==> src/rtl/lc3_datapath_p.sv <==
// Parametrised LC-3 datapath: PC/IR/MAR/MDR, eight-entry register file, ALU, address
// adder, NZP/BEN logic, shared bus and a request/acknowledge memory engine with timeout.
module lc3_datapath_p #(
   parameter int               WIDTH    = 16,
   parameter logic [WIDTH-1:0] RESET_PC = {WIDTH{1'b0}},
   parameter int               TIMEOUT  = 15
) (
   input  logic             Clk,
   input  logic             Reset,
   input  logic             LD_MAR,
   input  logic             LD_MDR,
   input  logic             LD_IR,
   input  logic             LD_PC,
   input  logic             LD_CC,
   input  logic             LD_BEN,
   input  logic             LD_REG,
   input  logic             GatePC,
   input  logic             GateMDR,
   input  logic             GateALU,
   input  logic             GateMARMUX,
   input  logic [1:0]       PCMUX,
   input  logic [1:0]       ADDR2MUX,
   input  logic             ADDR1MUX,
   input  logic             SR1MUX,
   input  logic             SR2MUX,
   input  logic             DRMUX,
   input  logic [1:0]       ALUK,
   input  logic             MEM_RD,
   input  logic             MEM_WR,
   input  logic             clr_err,
   input  logic [WIDTH-1:0] mem_rdata,
   input  logic             mem_ack,
   output logic             mem_req,
   output logic             mem_we,
   output logic [WIDTH-1:0] mem_addr,
   output logic [WIDTH-1:0] mem_wdata,
   output logic [WIDTH-1:0] BUS,
   output logic [WIDTH-1:0] PC,
   output logic [WIDTH-1:0] IR,
   output logic [WIDTH-1:0] MAR,
   output logic [WIDTH-1:0] MDR,
   output logic [2:0]       NZP,
   output logic             BEN,
   output logic             mem_busy,
   output logic             mem_timeout,
   output logic             bus_conflict
);

   typedef enum logic [0:0] {S_IDLE = 1'b0, S_WAIT = 1'b1} mem_state_t;
   localparam logic [7:0] TIMEOUT_C = 8'(TIMEOUT);

   mem_state_t       state_r, state_nxt_s;
   logic [7:0]       cnt_r, cnt_nxt_s;
   logic [WIDTH-1:0] pc_r, ir_r, mar_r, mdr_r;
   logic [WIDTH-1:0] rf_r [0:7];
   logic [2:0]       nzp_r;
   logic             ben_r;
   logic [WIDTH-1:0] addr_r, wdata_r;
   logic             we_r, timeout_r, conflict_r;

   logic [WIDTH-1:0] sext5_s, sext6_s, sext9_s, sext11_s;
   logic [2:0]       sr1_idx_s, dr_idx_s;
   logic [WIDTH-1:0] sr1_s, sr2_s, addr1_s, addr2_s, adder_s, alu_s, bus_s, pc_nxt_s;
   logic [2:0]       gate_cnt_s, nzp_nxt_s;
   logic             conflict_evt_s, start_s, done_s, rd_done_s, timeout_evt_s;
   logic             unused_ir_s;

   assign sext5_s  = {{(WIDTH-5){ir_r[4]}}, ir_r[4:0]};
   assign sext6_s  = {{(WIDTH-6){ir_r[5]}}, ir_r[5:0]};
   assign sext9_s  = {{(WIDTH-9){ir_r[8]}}, ir_r[8:0]};
   assign sext11_s = {{(WIDTH-11){ir_r[10]}}, ir_r[10:0]};
   assign unused_ir_s = ^ir_r[WIDTH-1:12];

   assign sr1_idx_s = SR1MUX ? ir_r[11:9] : ir_r[8:6];
   assign dr_idx_s  = DRMUX ? 3'd7 : ir_r[11:9];
   assign sr1_s     = rf_r[sr1_idx_s];
   assign sr2_s     = SR2MUX ? sext5_s : rf_r[ir_r[2:0]];
   assign addr1_s   = ADDR1MUX ? sr1_s : pc_r;
   assign adder_s   = addr1_s + addr2_s;

   // ALU operation select
   always_comb begin
      alu_s = {WIDTH{1'b0}};
      case (ALUK)
         2'b00:   alu_s = sr1_s + sr2_s;
         2'b01:   alu_s = sr1_s & sr2_s;
         2'b10:   alu_s = ~sr1_s;
         2'b11:   alu_s = sr1_s;
         default: alu_s = {WIDTH{1'b0}};
      endcase
   end

   // Address adder B operand
   always_comb begin
      addr2_s = {WIDTH{1'b0}};
      case (ADDR2MUX)
         2'b00:   addr2_s = {WIDTH{1'b0}};
         2'b01:   addr2_s = sext6_s;
         2'b10:   addr2_s = sext9_s;
         2'b11:   addr2_s = sext11_s;
         default: addr2_s = {WIDTH{1'b0}};
      endcase
   end

   // Bus driver priority, PC highest
   always_comb begin
      bus_s = {WIDTH{1'b0}};
      if (GatePC)          bus_s = pc_r;
      else if (GateMDR)    bus_s = mdr_r;
      else if (GateALU)    bus_s = alu_s;
      else if (GateMARMUX) bus_s = adder_s;
      else                 bus_s = {WIDTH{1'b0}};
   end

   assign gate_cnt_s = {2'b00, GatePC} + {2'b00, GateMDR} + {2'b00, GateALU} + {2'b00, GateMARMUX};
   assign conflict_evt_s = (gate_cnt_s > 3'd1) | (MEM_RD & MEM_WR);

   assign nzp_nxt_s = bus_s[WIDTH-1] ? 3'b100 :
                      ((bus_s == {WIDTH{1'b0}}) ? 3'b010 : 3'b001);

   // PC next-value select
   always_comb begin
      pc_nxt_s = pc_r;
      case (PCMUX)
         2'b00:   pc_nxt_s = pc_r + {{(WIDTH-1){1'b0}}, 1'b1};
         2'b01:   pc_nxt_s = adder_s;
         2'b10:   pc_nxt_s = bus_s;
         2'b11:   pc_nxt_s = RESET_PC;
         default: pc_nxt_s = pc_r;
      endcase
   end

   // Memory engine next state; a simultaneous read and write strobe starts nothing
   always_comb begin
      state_nxt_s   = state_r;
      cnt_nxt_s     = cnt_r;
      start_s       = 1'b0;
      done_s        = 1'b0;
      rd_done_s     = 1'b0;
      timeout_evt_s = 1'b0;
      case (state_r)
         S_IDLE: begin
            if (MEM_RD ^ MEM_WR) begin
               start_s     = 1'b1;
               cnt_nxt_s   = 8'd0;
               state_nxt_s = S_WAIT;
            end else begin
               state_nxt_s = S_IDLE;
            end
         end
         S_WAIT: begin
            if (mem_ack) begin
               done_s      = 1'b1;
               rd_done_s   = ~we_r;
               state_nxt_s = S_IDLE;
            end else if (cnt_r == TIMEOUT_C) begin
               done_s        = 1'b1;
               timeout_evt_s = 1'b1;
               state_nxt_s   = S_IDLE;
            end else begin
               cnt_nxt_s = cnt_r + 8'd1;
            end
         end
         default: state_nxt_s = S_IDLE;
      endcase
   end

   // Memory engine state and wait counter
   always_ff @(posedge Clk or negedge Reset) begin
      if (!Reset) begin
         state_r <= S_IDLE;
         cnt_r   <= 8'd0;
      end else begin
         state_r <= state_nxt_s;
         cnt_r   <= cnt_nxt_s;
      end
   end

   // Architectural registers; a read acknowledge overrides LD_MDR
   always_ff @(posedge Clk or negedge Reset) begin
      if (!Reset) begin
         pc_r  <= RESET_PC;
         ir_r  <= {WIDTH{1'b0}};
         mar_r <= {WIDTH{1'b0}};
         mdr_r <= {WIDTH{1'b0}};
         nzp_r <= 3'b000;
         ben_r <= 1'b0;
      end else begin
         if (LD_PC)  pc_r  <= pc_nxt_s;
         if (LD_IR)  ir_r  <= bus_s;
         if (LD_MAR) mar_r <= bus_s;
         if (rd_done_s)   mdr_r <= mem_rdata;
         else if (LD_MDR) mdr_r <= bus_s;
         if (LD_CC)  nzp_r <= nzp_nxt_s;
         if (LD_BEN) ben_r <= |(ir_r[11:9] & nzp_r);
      end
   end

   // Register file write port
   always_ff @(posedge Clk or negedge Reset) begin
      if (!Reset) begin
         for (int i = 0; i < 8; i++) rf_r[i] <= {WIDTH{1'b0}};
      end else if (LD_REG) begin
         rf_r[dr_idx_s] <= bus_s;
      end
   end

   // Request address/data are frozen at request start
   always_ff @(posedge Clk or negedge Reset) begin
      if (!Reset) begin
         addr_r  <= {WIDTH{1'b0}};
         wdata_r <= {WIDTH{1'b0}};
         we_r    <= 1'b0;
      end else if (start_s) begin
         addr_r  <= mar_r;
         wdata_r <= mdr_r;
         we_r    <= MEM_WR;
      end else if (done_s) begin
         we_r    <= 1'b0;
      end
   end

   // Sticky error flags; a new event outranks clr_err
   always_ff @(posedge Clk or negedge Reset) begin
      if (!Reset) begin
         timeout_r  <= 1'b0;
         conflict_r <= 1'b0;
      end else begin
         if (timeout_evt_s) timeout_r <= 1'b1;
         else if (clr_err)  timeout_r <= 1'b0;
         if (conflict_evt_s) conflict_r <= 1'b1;
         else if (clr_err)   conflict_r <= 1'b0;
      end
   end

   assign BUS          = bus_s;
   assign PC           = pc_r;
   assign IR           = ir_r;
   assign MAR          = mar_r;
   assign MDR          = mdr_r;
   assign NZP          = nzp_r;
   assign BEN          = ben_r;
   assign mem_req      = (state_r == S_WAIT);
   assign mem_busy     = (state_r == S_WAIT);
   assign mem_we       = we_r;
   assign mem_addr     = addr_r;
   assign mem_wdata    = wdata_r;
   assign mem_timeout  = timeout_r;
   assign bus_conflict = conflict_r;

endmodule

==> config.mk <==
export PLATFORM = sky130hd
export DESIGN_NAME = lc3_datapath_p
export DESIGN_NICKNAME = d
export VERILOG_FILES = /design/src/rtl/lc3_datapath_p.sv
export SDC_FILE = /design/constraint.sdc
export NUM_CORES = 1
export LEC_CHECK = 0
export CAP_MARGIN = 20
export CORE_UTILIZATION = 60
export CTS_BUF_LIST = sky130_fd_sc_hd__clkbuf_16
export DETAILED_ROUTE_END_ITERATION = 10
export PLACE_DENSITY = 0.83
export SETUP_SLACK_MARGIN = 0.3
export SLEW_MARGIN = 20
export SYNTH_ARGS = -nofsm -noshare
export SYNTH_HDL_FRONTEND = slang
export SYNTH_SLANG_ARGS = --single-unit
==> constraint.sdc <==
create_clock -name Clk -period 12.47 [get_ports Clk]
set_clock_uncertainty 0.2 [all_clocks]
set_input_delay 1.247 -clock Clk [delete_from_list [all_inputs] [get_ports Clk]]
set_output_delay 1.247 -clock Clk [all_outputs]
set_load 0.005 [all_outputs]
==> impl_metrics.yaml <==
floorplan:
  io-pin-count: 164
  core.rowCount: 58
  core_area_um2: 25330
  overall_die_height_um: 163.2
  start_util: 0.6159
  die_width_um: 163.2
  die-area_um2: 26650
synth:
  syn_inst: 1762
  post_synth_num_cell_types: 83
  total_of_warnings_raised_by_yosys: 0
  synth_enable_flop_cells: 0
  seq_area_frac_synth: 0.3850
  synth_seq_cells: 240
  synthesis.area_per_instance_um2: 8.854
  ys_dominant_reg_cell: "dfrtp_1"
  synthArstFlopShare: 1.000
  post_synth_instance_area_um2: 15600
  postSynthNetCount: 1842
worst_setup_path:
  startpoint_type: "input port"
  timing.critical_path.slowest_stage_cell: "nand2_1"
  end_kind: "primary output"
  path_cells: "clkdlybuf4s50_1 > buf_4 > nand2_1 > o22ai_1 > a211oi_1 > o32ai_2 > mux2_2 > ha_1 > o21ai_0 > or2_2 > a21oi_1 > o41ai_1 > o21ai_0 > xnor2_1 > a21oi_2 > inv_1 > clkdlybuf4s50_1"
  crit_path_max_fanout: 38
  timing.critical_path.required_ns: 11.02
  slowest_delay_ns: 0.68
  arrival_ns: 7.25
  setup.worst_path.class: "in2out"
grt:
  grt-ovfl-total: 0
  first_pass_grt_wire_length_um: 82250
  groute.usage.overall: 0.4030
  vias_in_the_first_global_route: 14465
  grt_max_degree: 95
  antenna_found_initial: 1
pwr:
  worst_ir_drop_vdd_v: 0.0001811
  power_frac_clock: 0.149
  internal_power_mw: 2.768
  switching_share: 0.4425
  report.power.total_mw: 4.965
  p_comb_frac: 0.553
  power.switching_mw: 2.197
  p_leak_nw: 7.546
  p_seq_frac: 0.298
  cell_pwr_density_nw_per_um2: 272.8
place:
  placed_cells: 2147
  place_hpwl_um: 35820
  gpl.final_weighted_congestion: 0.9884
  placement.io_buffers: 163
timing:
  hold_slack_ns: 0.3059
  finalCritPeriodShare: 0.6971
  min_period_ns: 8.693
  final_setup_violation_count: 0
  max_slew_margin: 0.2897
  finalHoldViolCount: 0
  setup_tns_ns: 0
  rsz_0062_raised_after_global_routing: "false"
  fmax_mhz: 115.0
  finalMaxSlewViolations: 0
  actual_slew_at_the_worst_max_slew_pin_ns: 1.054
route:
  route.antenna.remaining_nets: 0
  routed_via_density: 6.772
  firstDrtPassIters: 8
  totalWireLength_um: 53100
  remaining_drc_errors: 0
  routed-via-count: 14885
  drtIter0Drc: 2124
  routedWlPerCell_um: 24.16
clock_network:
  cts.path.max_buffers: 3
  clock_tree.root_cell: "clkbuf_16"
  clock_pin_slew_on_the_worst_setup_and_hold_paths_ns: 0.06
  cts_made_buffers: 27
  post_cts_hold_buffer_count: 0
  clk-insertion-delay-late_ns: 0.56
  post-cts-setup-buffers: 0
  clock_tree_from_tritoncts: "built"
  htree_levels: 1
  cts_num_sinks: 240
  cts_resized: 0
cells_and_area:
  final_net_count: 1927
  areaGrowthSynthToFinish_pct: 16.64
  proportion_of_layout_cells_with_a_drive_suffix_above_1: 0.1269
  post_layout_nonfiller_instances: 2198
  insertedDiodeCount: 0
run:
  max_cap_viol_count: 0
run_status:
  result_of_the_run: "finished, final reports clean"
min_path:
  min-delay-path-class: "reg2reg"
-- placed cells by master (no fill, tap or decap), types with 10 or more instances in the layout --
cell type | Yosys | final
dfrtp_1 | 240 | 237
nor2_1 | 199 | 197
nand2_1 | 169 | 169
a21oi_1 | 164 | 164
clkdlybuf4s50_1 | 0 | 162
o21ai_0 | 162 | 161
mux2_2 | 76 | 76
inv_1 | 53 | 55
a211oi_1 | 48 | 48
nand2b_1 | 44 | 44
nor2b_1 | 43 | 41
buf_4 | 5 | 40
mux4_2 | 34 | 34
ha_1 | 34 | 34
xnor2_1 | 27 | 27
clkbuf_16 | 0 | 27
nor3_1 | 27 | 25
o22ai_1 | 24 | 24
mux2i_1 | 25 | 23
nand3_1 | 16 | 16
and3_1 | 15 | 15
xor2_1 | 15 | 15
o211ai_1 | 13 | 13
a31oi_1 | 12 | 12
o21a_1 | 12 | 12
a21o_1 | 12 | 12
o31ai_1 | 10 | 10
clkinv_1 | 2 | 10
-- cells in the mapped netlist (all sizes together), types with 13 or more instances --
| cell | number | share of area |
|---|---|---|
| xnor2 | 27 | 0.015 |
| a21oi | 166 | 0.054 |
| ha | 34 | 0.027 |
| nand2 | 169 | 0.041 |
| mux4 | 34 | 0.049 |
| a211oi | 52 | 0.026 |
| o21ai | 166 | 0.053 |
| a31oi | 13 | 0.0056 |
| nor2 | 199 | 0.048 |
| o211ai | 13 | 0.0063 |
| mux2 | 78 | 0.057 |
| inv | 54 | 0.013 |
| and3 | 15 | 0.0060 |
| nand3 | 16 | 0.0051 |
| buf | 45 | 0.016 |
| nor3 | 28 | 0.0093 |
| nor2b | 43 | 0.017 |
| nand2b | 44 | 0.018 |
| mux2i | 25 | 0.016 |
| o22ai | 24 | 0.0096 |
| xor2 | 15 | 0.0084 |
| clkbuf | 103 | 0.025 |
| dfrtp | 240 | 0.38 |
-- state kept, by name (all words and copies together) (netlist names) --
signal	flops
bus_conflict	1
cnt_r	8
MAR	16
BEN	1
rf_r	128
mem_wdata	16
mem_busy	1
mem_timeout	1
PC	16
mem_we	1
IR	16
NZP	3
mem_addr	16
MDR	16
-- metal layers --
layer,wire (um),track usage,vias to the layer above
li1,-,-,6485
met1,20130,0.5311,7174
met2,23930,0.6123,1021
met3,6504,0.1155,203
met4,2515,0.1886,2
met5,13,0,-
-- layout make-up --
cell class | instances | area (um2)
fillers | 1902 | 7131
clock buffers | 27 | 675.6
well taps | 330 | 412.9
clock inverters | 23 | 127.6
repair buffers | 204 | 1964
multi-input cells | 1318 | 8796
inverters | 56 | 210.2
flip-flops and latches | 240 | 6010
-- worst max-delay path, delay by kind of cell --
kind	cells	cell delay, ns
AO/OA/AOI/OAI	8	2.85
buffers and inverters	4	1.53
AND/OR/NAND/NOR	2	0.88
adder cells (fa/ha/maj)	1	0.28
multiplexers	1	0.24
XOR/XNOR	1	0.20
-- per-stage QoR --
step | cell area [um2] | utilization | setup WS, ns
finish | 18200 | 0.7185 | 3.777
global route | 18200 | 0.7185 | 3.482
CTS | 18160 | 0.7171 | 3.945
detailed placement | 17360 | 0.6854 | 3.960
floorplan | 15600 | - | 5.830
global placement | 17360 | 0.6854 | 4.096
-- power by group through the flow --
stage | clock, mW | combinational (mW) | sequential [mW]
after floorplan | 0 | 1.79 | 1.34
after global placement | 0 | 2.60 | 1.44
after detailed placement | 0 | 2.66 | 1.46
after CTS | 0.741 | 2.69 | 1.46
after global routing | 0.775 | 2.96 | 1.51
final | 0.741 | 2.75 | 1.48
-- cells by family (layout without fill, tap and decap cells) --
logic type	count (synthesis)	after routing	synth area share
compound gates	551	551	0.2229
xor+xnor	42	42	0.02358
fa+ha+maj	37	37	0.03112
buf+inv	204	310	0.05454
flops	240	240	0.3850
mux	137	137	0.1217
simple gates	551	551	0.1612
-- final timing paths --
kind	cells past startpoint	end	start	slack [ns]
hold / removal	1	mem_addr[10]	mem_addr[10]	0.31
setup reg to reg	17	NZP[1]	IR[7]	5.63
hold reg to reg	1	mem_addr[10]	mem_addr[10]	0.31
max in group asynchronous	2	IR[9]	Reset	10.09
setup / recovery	17	BUS[15]	SR1MUX	3.78
min in group asynchronous	1	IR[11]	Reset	0.52
No activity file was read; power rests on OpenSTA's default activity.
